## config.mk

```make
export PLATFORM = sky130hd
export DESIGN_NAME = lambdagen_ctrl
export DESIGN_NICKNAME = d
export VERILOG_FILES = /design/src/rtl/lambdagen_ctrl.sv
export SDC_FILE = /design/constraint.sdc
export NUM_CORES = 1
export LEC_CHECK = 0
export ABC_AREA = 0
export BUFFER_PORTS_ARGS = -buffer_cell sky130_fd_sc_hd__buf_2
export CORE_ASPECT_RATIO = 0.5
export CORE_MARGIN = 8
export CORE_UTILIZATION = 44
export CTS_CLUSTER_SIZE = 30
export DETAILED_ROUTE_END_ITERATION = 12
export PLACE_DENSITY = 0.95
export SLEW_MARGIN = 10
export SYNTH_ARGS = -nofsm -noshare
export SYNTH_HDL_FRONTEND = slang
export SYNTH_SLANG_ARGS = --single-unit
```

## constraint.sdc

```tcl
create_clock -name clk -period 9.85 [get_ports clk]
set_input_delay 0.4925 -clock clk [delete_from_list [all_inputs] [get_ports clk]]
set_output_delay 0.4925 -clock clk [all_outputs]
set_load 0.01 [all_outputs]
```

## src/rtl/lambdagen_ctrl.sv

```systemverilog
// Issue/flow controller for the three-stage lambda-generation pipeline: admission, raster FIFO credits,
// culling and end-of-frame drain. Define LAMBDAGEN_CTRL_STATS_EN to build the per-frame statistics counters.
module lambdagen_ctrl #(
  parameter int IDWIDTH = 16,
  parameter int CREDITS = 8,
  parameter int CWIDTH  = 4
) (
  input  logic                clk,
  input  logic                rst,
  input  logic                in_valid,
  input  logic [IDWIDTH-1:0]  in_tID,
  output logic                in_ready,
  output logic                pipe_valid,
  output logic                pipe_stall,
  output logic [IDWIDTH-1:0]  pipe_tID,
  input  logic                s3_ovalid,
  input  logic signed [31:0]  s3_area,
  input  logic [IDWIDTH-1:0]  s3_tID,
  output logic                out_push,
  output logic [IDWIDTH-1:0]  out_tID,
  input  logic                credit_return,
  input  logic                frame_end,
  output logic                frame_done,
  output logic                busy,
  output logic                err_credit,
  output logic [15:0]         stat_issued,
  output logic [15:0]         stat_culled
);

  typedef enum logic [1:0] {
    ST_RUN   = 2'd0,
    ST_DRAIN = 2'd1,
    ST_DONE  = 2'd2
  } state_t;

  localparam logic [CWIDTH-1:0] CREDITS_C = CWIDTH'(CREDITS);

  state_t              state_r;
  state_t              state_next_s;
  logic [CWIDTH-1:0]   credits_r;
  logic [CWIDTH-1:0]   credits_next_s;
  logic [CWIDTH-1:0]   inflight_r;
  logic [CWIDTH-1:0]   inflight_next_s;
  logic [CWIDTH:0]     credit_sum_s;
  logic                credit_ovf_s;
  logic                retire_underflow_s;
  logic                err_credit_r;
  logic                out_push_r;
  logic [IDWIDTH-1:0]  out_tid_r;
  logic                frame_done_r;
  logic                in_ready_s;
  logic                issue_s;
  logic                keep_s;
  logic                cull_s;
  logic                drain_empty_s;

  // Classify the s3 result: positive area goes to the raster FIFO, anything else is culled.
  always_comb begin
    keep_s = 1'b0;
    cull_s = 1'b0;
    if (s3_ovalid) begin
      if (s3_area > 32'sd0) begin
        keep_s = 1'b1;
      end else begin
        cull_s = 1'b1;
      end
    end else begin
      keep_s = 1'b0;
      cull_s = 1'b0;
    end
  end

  // Issue-side outputs; zero-cycle pass-through from setup into s1.
  always_comb begin
    in_ready_s = 1'b0;
    case (state_r)
      ST_RUN:   in_ready_s = (credits_r != {CWIDTH{1'b0}});
      ST_DRAIN: in_ready_s = 1'b0;
      ST_DONE:  in_ready_s = 1'b0;
      default:  in_ready_s = 1'b0;
    endcase
    issue_s = in_valid && in_ready_s;
  end

  assign in_ready   = in_ready_s;
  assign pipe_valid = issue_s;
  assign pipe_stall = !in_ready_s;
  assign pipe_tID   = in_tID;
  assign busy       = (inflight_r != {CWIDTH{1'b0}}) || (state_r != ST_RUN);
  assign out_push   = out_push_r;
  assign out_tID    = out_tid_r;
  assign frame_done = frame_done_r;
  assign err_credit = err_credit_r;

  // Credits sum all same-cycle events into one update, saturating at the FIFO depth.
  always_comb begin
    credit_sum_s = {1'b0, credits_r}
                 + (CWIDTH+1)'(credit_return)
                 + (CWIDTH+1)'(cull_s)
                 - (CWIDTH+1)'(issue_s);
    credit_ovf_s = (credit_sum_s > {1'b0, CREDITS_C});
    if (credit_ovf_s) begin
      credits_next_s = CREDITS_C;
    end else begin
      credits_next_s = credit_sum_s[CWIDTH-1:0];
    end
  end

  // In-flight count; a retire with nothing in flight is an error and never wraps the counter.
  always_comb begin
    retire_underflow_s = s3_ovalid && (inflight_r == {CWIDTH{1'b0}});
    if (s3_ovalid && !retire_underflow_s) begin
      inflight_next_s = inflight_r + CWIDTH'(issue_s) - CWIDTH'(1'b1);
    end else begin
      inflight_next_s = inflight_r + CWIDTH'(issue_s);
    end
  end

  assign drain_empty_s = (inflight_r == {CWIDTH{1'b0}}) && !s3_ovalid && !out_push_r;

  // Frame sequencing: next-state logic.
  always_comb begin
    state_next_s = state_r;
    case (state_r)
      ST_RUN: begin
        if (frame_end) begin
          state_next_s = ST_DRAIN;
        end else begin
          state_next_s = ST_RUN;
        end
      end
      ST_DRAIN: begin
        if (drain_empty_s) begin
          state_next_s = ST_DONE;
        end else begin
          state_next_s = ST_DRAIN;
        end
      end
      ST_DONE: state_next_s = ST_RUN;
      default: state_next_s = ST_RUN;
    endcase
  end

  // Frame sequencing: state register.
  always_ff @(posedge clk or posedge rst) begin
    if (rst) begin
      state_r <= ST_RUN;
    end else begin
      state_r <= state_next_s;
    end
  end

  // Credit, in-flight and sticky error bookkeeping.
  always_ff @(posedge clk or posedge rst) begin
    if (rst) begin
      credits_r    <= CREDITS_C;
      inflight_r   <= {CWIDTH{1'b0}};
      err_credit_r <= 1'b0;
    end else begin
      credits_r    <= credits_next_s;
      inflight_r   <= inflight_next_s;
      err_credit_r <= err_credit_r || credit_ovf_s || retire_underflow_s;
    end
  end

  // Registered raster push and frame_done pulse.
  always_ff @(posedge clk or posedge rst) begin
    if (rst) begin
      out_push_r   <= 1'b0;
      out_tid_r    <= {IDWIDTH{1'b0}};
      frame_done_r <= 1'b0;
    end else begin
      out_push_r   <= keep_s;
      out_tid_r    <= keep_s ? s3_tID : out_tid_r;
      frame_done_r <= (state_next_s == ST_DONE);
    end
  end

`ifdef LAMBDAGEN_CTRL_STATS_EN
  logic [15:0] stat_issued_r;
  logic [15:0] stat_culled_r;

  function automatic logic [15:0] sat_inc(input logic [15:0] val, input logic inc);
    if (inc && (val != 16'hFFFF)) begin
      return val + 16'd1;
    end else begin
      return val;
    end
  endfunction

  // Per-frame statistics; cleared on the cycle after frame_done.
  always_ff @(posedge clk or posedge rst) begin
    if (rst) begin
      stat_issued_r <= 16'd0;
      stat_culled_r <= 16'd0;
    end else if (state_r == ST_DONE) begin
      stat_issued_r <= 16'd0;
      stat_culled_r <= 16'd0;
    end else begin
      stat_issued_r <= sat_inc(stat_issued_r, issue_s);
      stat_culled_r <= sat_inc(stat_culled_r, cull_s);
    end
  end

  assign stat_issued = stat_issued_r;
  assign stat_culled = stat_culled_r;
`else
  assign stat_issued = 16'd0;
  assign stat_culled = 16'd0;
`endif

endmodule

```

==> results.json <==
{
  "gp_congestion": 0.866,
  "path_buf_inv": 3,
  "whs_ns": 0.336,
  "clk_path_buf_depth": 2,
  "rsz0062_at_grt": "no",
  "p_total_mw": 0.457,
  "hpwl_microns": 3600,
  "maxCapViolations": 0,
  "setup_tns_ns": 0,
  "cp.required_ns": 10.00,
  "grt_pass1_wl_microns": 7090,
  "critPathTopFamily": "adder cells",
  "r2r_setup_slack_ns": 6.26,
  "std_cell_rows": 17,
  "slew_viol_final": 0,
  "dieArea_sq_um": 6820,
  "grt_pass1_vias": 1504,
  "coreArea_sq_um": 4280,
  "path_cells": "inv_1 -> ha_1 -> a311oi_1 -> and2_1 -> ha_1 -> fa_1 -> inv_1 -> fa_1 -> inv_1 -> nand3_1 -> o211a_1 -> or4_1",
  "p_per_area_nw_per_um2": 208,
  "via_per_inst": 4.50,
  "ctsHoldBuffers": 0,
  "rr_worst_depth": 12,
  "syn_inst": 172,
  "drtIter0Drc": 27,
  "crit_type": "register to register",
  "r2r-end": "err_credit",
  "hold_path.class": "input port to asynchronous set/reset pin",
  "portBuffers": 76,
  "h-tree-depth": 2,
  "clk_latency_ns": 0.28,
  "end_kind": "register",
  "r2r_start": "credits_r[3]",
  "min_period_ns": 3.59,
  "dp.cells": 287,
  "fin_cells": 295,
  "drt-total-wl_microns": 4280,
  "synth_seq_cells": 29,
  "cpMostUsedCell": "inv_1",
  "hold_viol": 0,
  "initial_core_util": 0.446,
  "cts_sinks": 29,
  "grt-ovfl-total": 0,
  "status": "finished clean",
  "finalCritPeriodShare": 0.364,
  "io_pins": 141,
  "vias": 1328,
  "antenna_left": 0,
  "cts-root-buf": "clkbuf_8",
  "cts_setup_buffers": 0,
  "clock_skew_ns": 0.00828,
  "synth.distinct_cells": 34,
  "grt_usage": 0.130,
  "die_h_microns": 62.5,
  "crit_path_start_kind": "register",
  "worstMarginPinSlew_ns": 1.05,
  "critical_path_arrival_ns": 3.74,
  "avgSynthCellArea_sq_um": 11.1,
  "critical_path_peak_fanout": 3,
  "firstDrtPassIters": 4,
  "setup_violations": 0,
  "wl_per_cell_microns": 14.5,
  "syn2layout_area_growth_pct": 15.2,
  "yosys_warnings": 0,
  "yosysSeqAreaShare": 0.381,
  "total_leakage_power_nw": 1.15,
  "syn_area_sq_um": 1910,
  "grt_max_degree": 30,
  "cp_slowest_cell": "dfstp_2",
  "drcViolationCount": 0,
  "max_freq_mhz": 279,
  "slowest_delay_ns": 0.54,
  "nets": 317,
  "cts_buffers": 5,
  "cts_resized": 0,
  "die_width_microns": 109,
  "slew_headroom": 0.299,
  "drive_gt1_frac": 0.445,
  "tritoncts": "done",
  "n_antenna_cell": 0,
  "vdd_ir_drop_max_mv": 0.0889,
  "clkTransAtPathRegs_ns": 0.07,
  "antenna_found_initial": 0
}
[layer usage]
metal | wire [microns] | track usage | part of all wire
met5 | 0 | 0 | 0
met3 | 469 | 0.0751 | 0.11
met1 | 1760 | 0.148 | 0.41
met2 | 2020 | 0.206 | 0.47
met4 | 24 | 0.0305 | 0.0056
[cells in the final DEF, fill, tap and decap left out, types with 2 or more instances in the layout]
master / Yosys / routed
nor4_1: 7 / 7
and3b_1: 2 / 2
ha_1: 8 / 8
mux2_2: 7 / 7
nor2_1: 3 / 3
nor4_2: 4 / 4
or3_1: 2 / 2
conb_1: 1 / 32
clkbuf_8: 0 / 7
dfrtp_1: 28 / 28
xnor2_1: 6 / 6
o21bai_1: 2 / 2
fa_1: 2 / 2
nand4_1: 2 / 2
inv_1: 14 / 13
or4_1: 2 / 2
mux2_4: 9 / 9
xor2_1: 2 / 2
buf_2: 0 / 76
nand2_1: 2 / 2
nand3_1: 4 / 4
o21ai_0: 4 / 4
[where the power goes]
group          internal (mW)  total [mW]  switching (mW)
logic                 0.0857       0.185          0.0992
registers              0.148       0.164          0.0167
clock network         0.0631       0.108          0.0447
[sequential cells by signal (all words and copies together), names as in the netlist]
signal,cells
credits_r,4
inflight_r,4
out_push,1
state_r,2
frame_done,1
out_tID,16
err_credit,1
[metrics by stage]
stage / utilization / setup WS [ns] / cell area [sq um]
2_1_floorplan: - / 6.27 / 2020
3_3_place_gp: 0.490 / 6.46 / 2090
3_5_place_dp: 0.490 / 6.25 / 2090
4_1_cts: 0.513 / 6.26 / 2190
5_1_grt: 0.513 / 6.07 / 2190
6_report: 0.513 / 6.26 / 2190
[cell usage after synthesis (all sizes together)]
library cell	n	area share
inv	14	0.028
dfstp	1	0.014
fa	2	0.021
nor4	11	0.049
or3	2	0.0066
and4b	1	0.0053
and3b	2	0.0092
a211oi	1	0.0039
o21bai	2	0.0079
dfrtp	28	0.37
nand3	4	0.011
nor4bb	1	0.0053
a311oi	1	0.0046
xnor2	6	0.028
buf	49	0.20
o211a	1	0.0053
or4	2	0.0079
ha	8	0.053
conb	1	0.0020
o21a	1	0.0039
nand4	2	0.0066
nor3	1	0.0026
nor2b	1	0.0033
o21ai	5	0.019
mux2	16	0.11
a21oi	1	0.0026
and2	1	0.0033
nand2	2	0.0039
nor2	3	0.0059
xor2	2	0.0092
[worst max path at each step]
stage,slack (ns),to,cells past startpoint,startpoint
2_1_floorplan,6.27,err_credit,12,credits_r[3]
3_3_place_gp,6.46,err_credit,12,credits_r[3]
3_5_place_dp,6.25,err_credit,12,credits_r[3]
4_1_cts,6.26,err_credit,12,credits_r[3]
5_1_grt,6.07,err_credit,12,credits_r[3]
6_report,6.26,err_credit,12,credits_r[3]
[final cells by class]
cell class	instances	area (sq um)
multi-input combinational	111	862
clock buffer	7	96.3
sequential	29	727
inverter	14	52.6
fill	373	2080
clock inverter	1	5.00
timing repair buffer	76	380
tap	57	71.3
[kinds of logic (layout without fill, tap and decap cells)]
family                     Yosys count  after routing  share of synthesized area
muxes                               16             16                      0.112
xor gates and xnor gates             8              8                     0.0368
adders and majority gates           10             10                     0.0735
and+or+nand+nor                     33             33                      0.120
other                                1             32                    0.00197
buffers and inverters               63             98                      0.227
AOI/OAI and AO/OA                   12             12                     0.0473
DFF                                 29             29                      0.381
(Power assumes the default switching activity.)
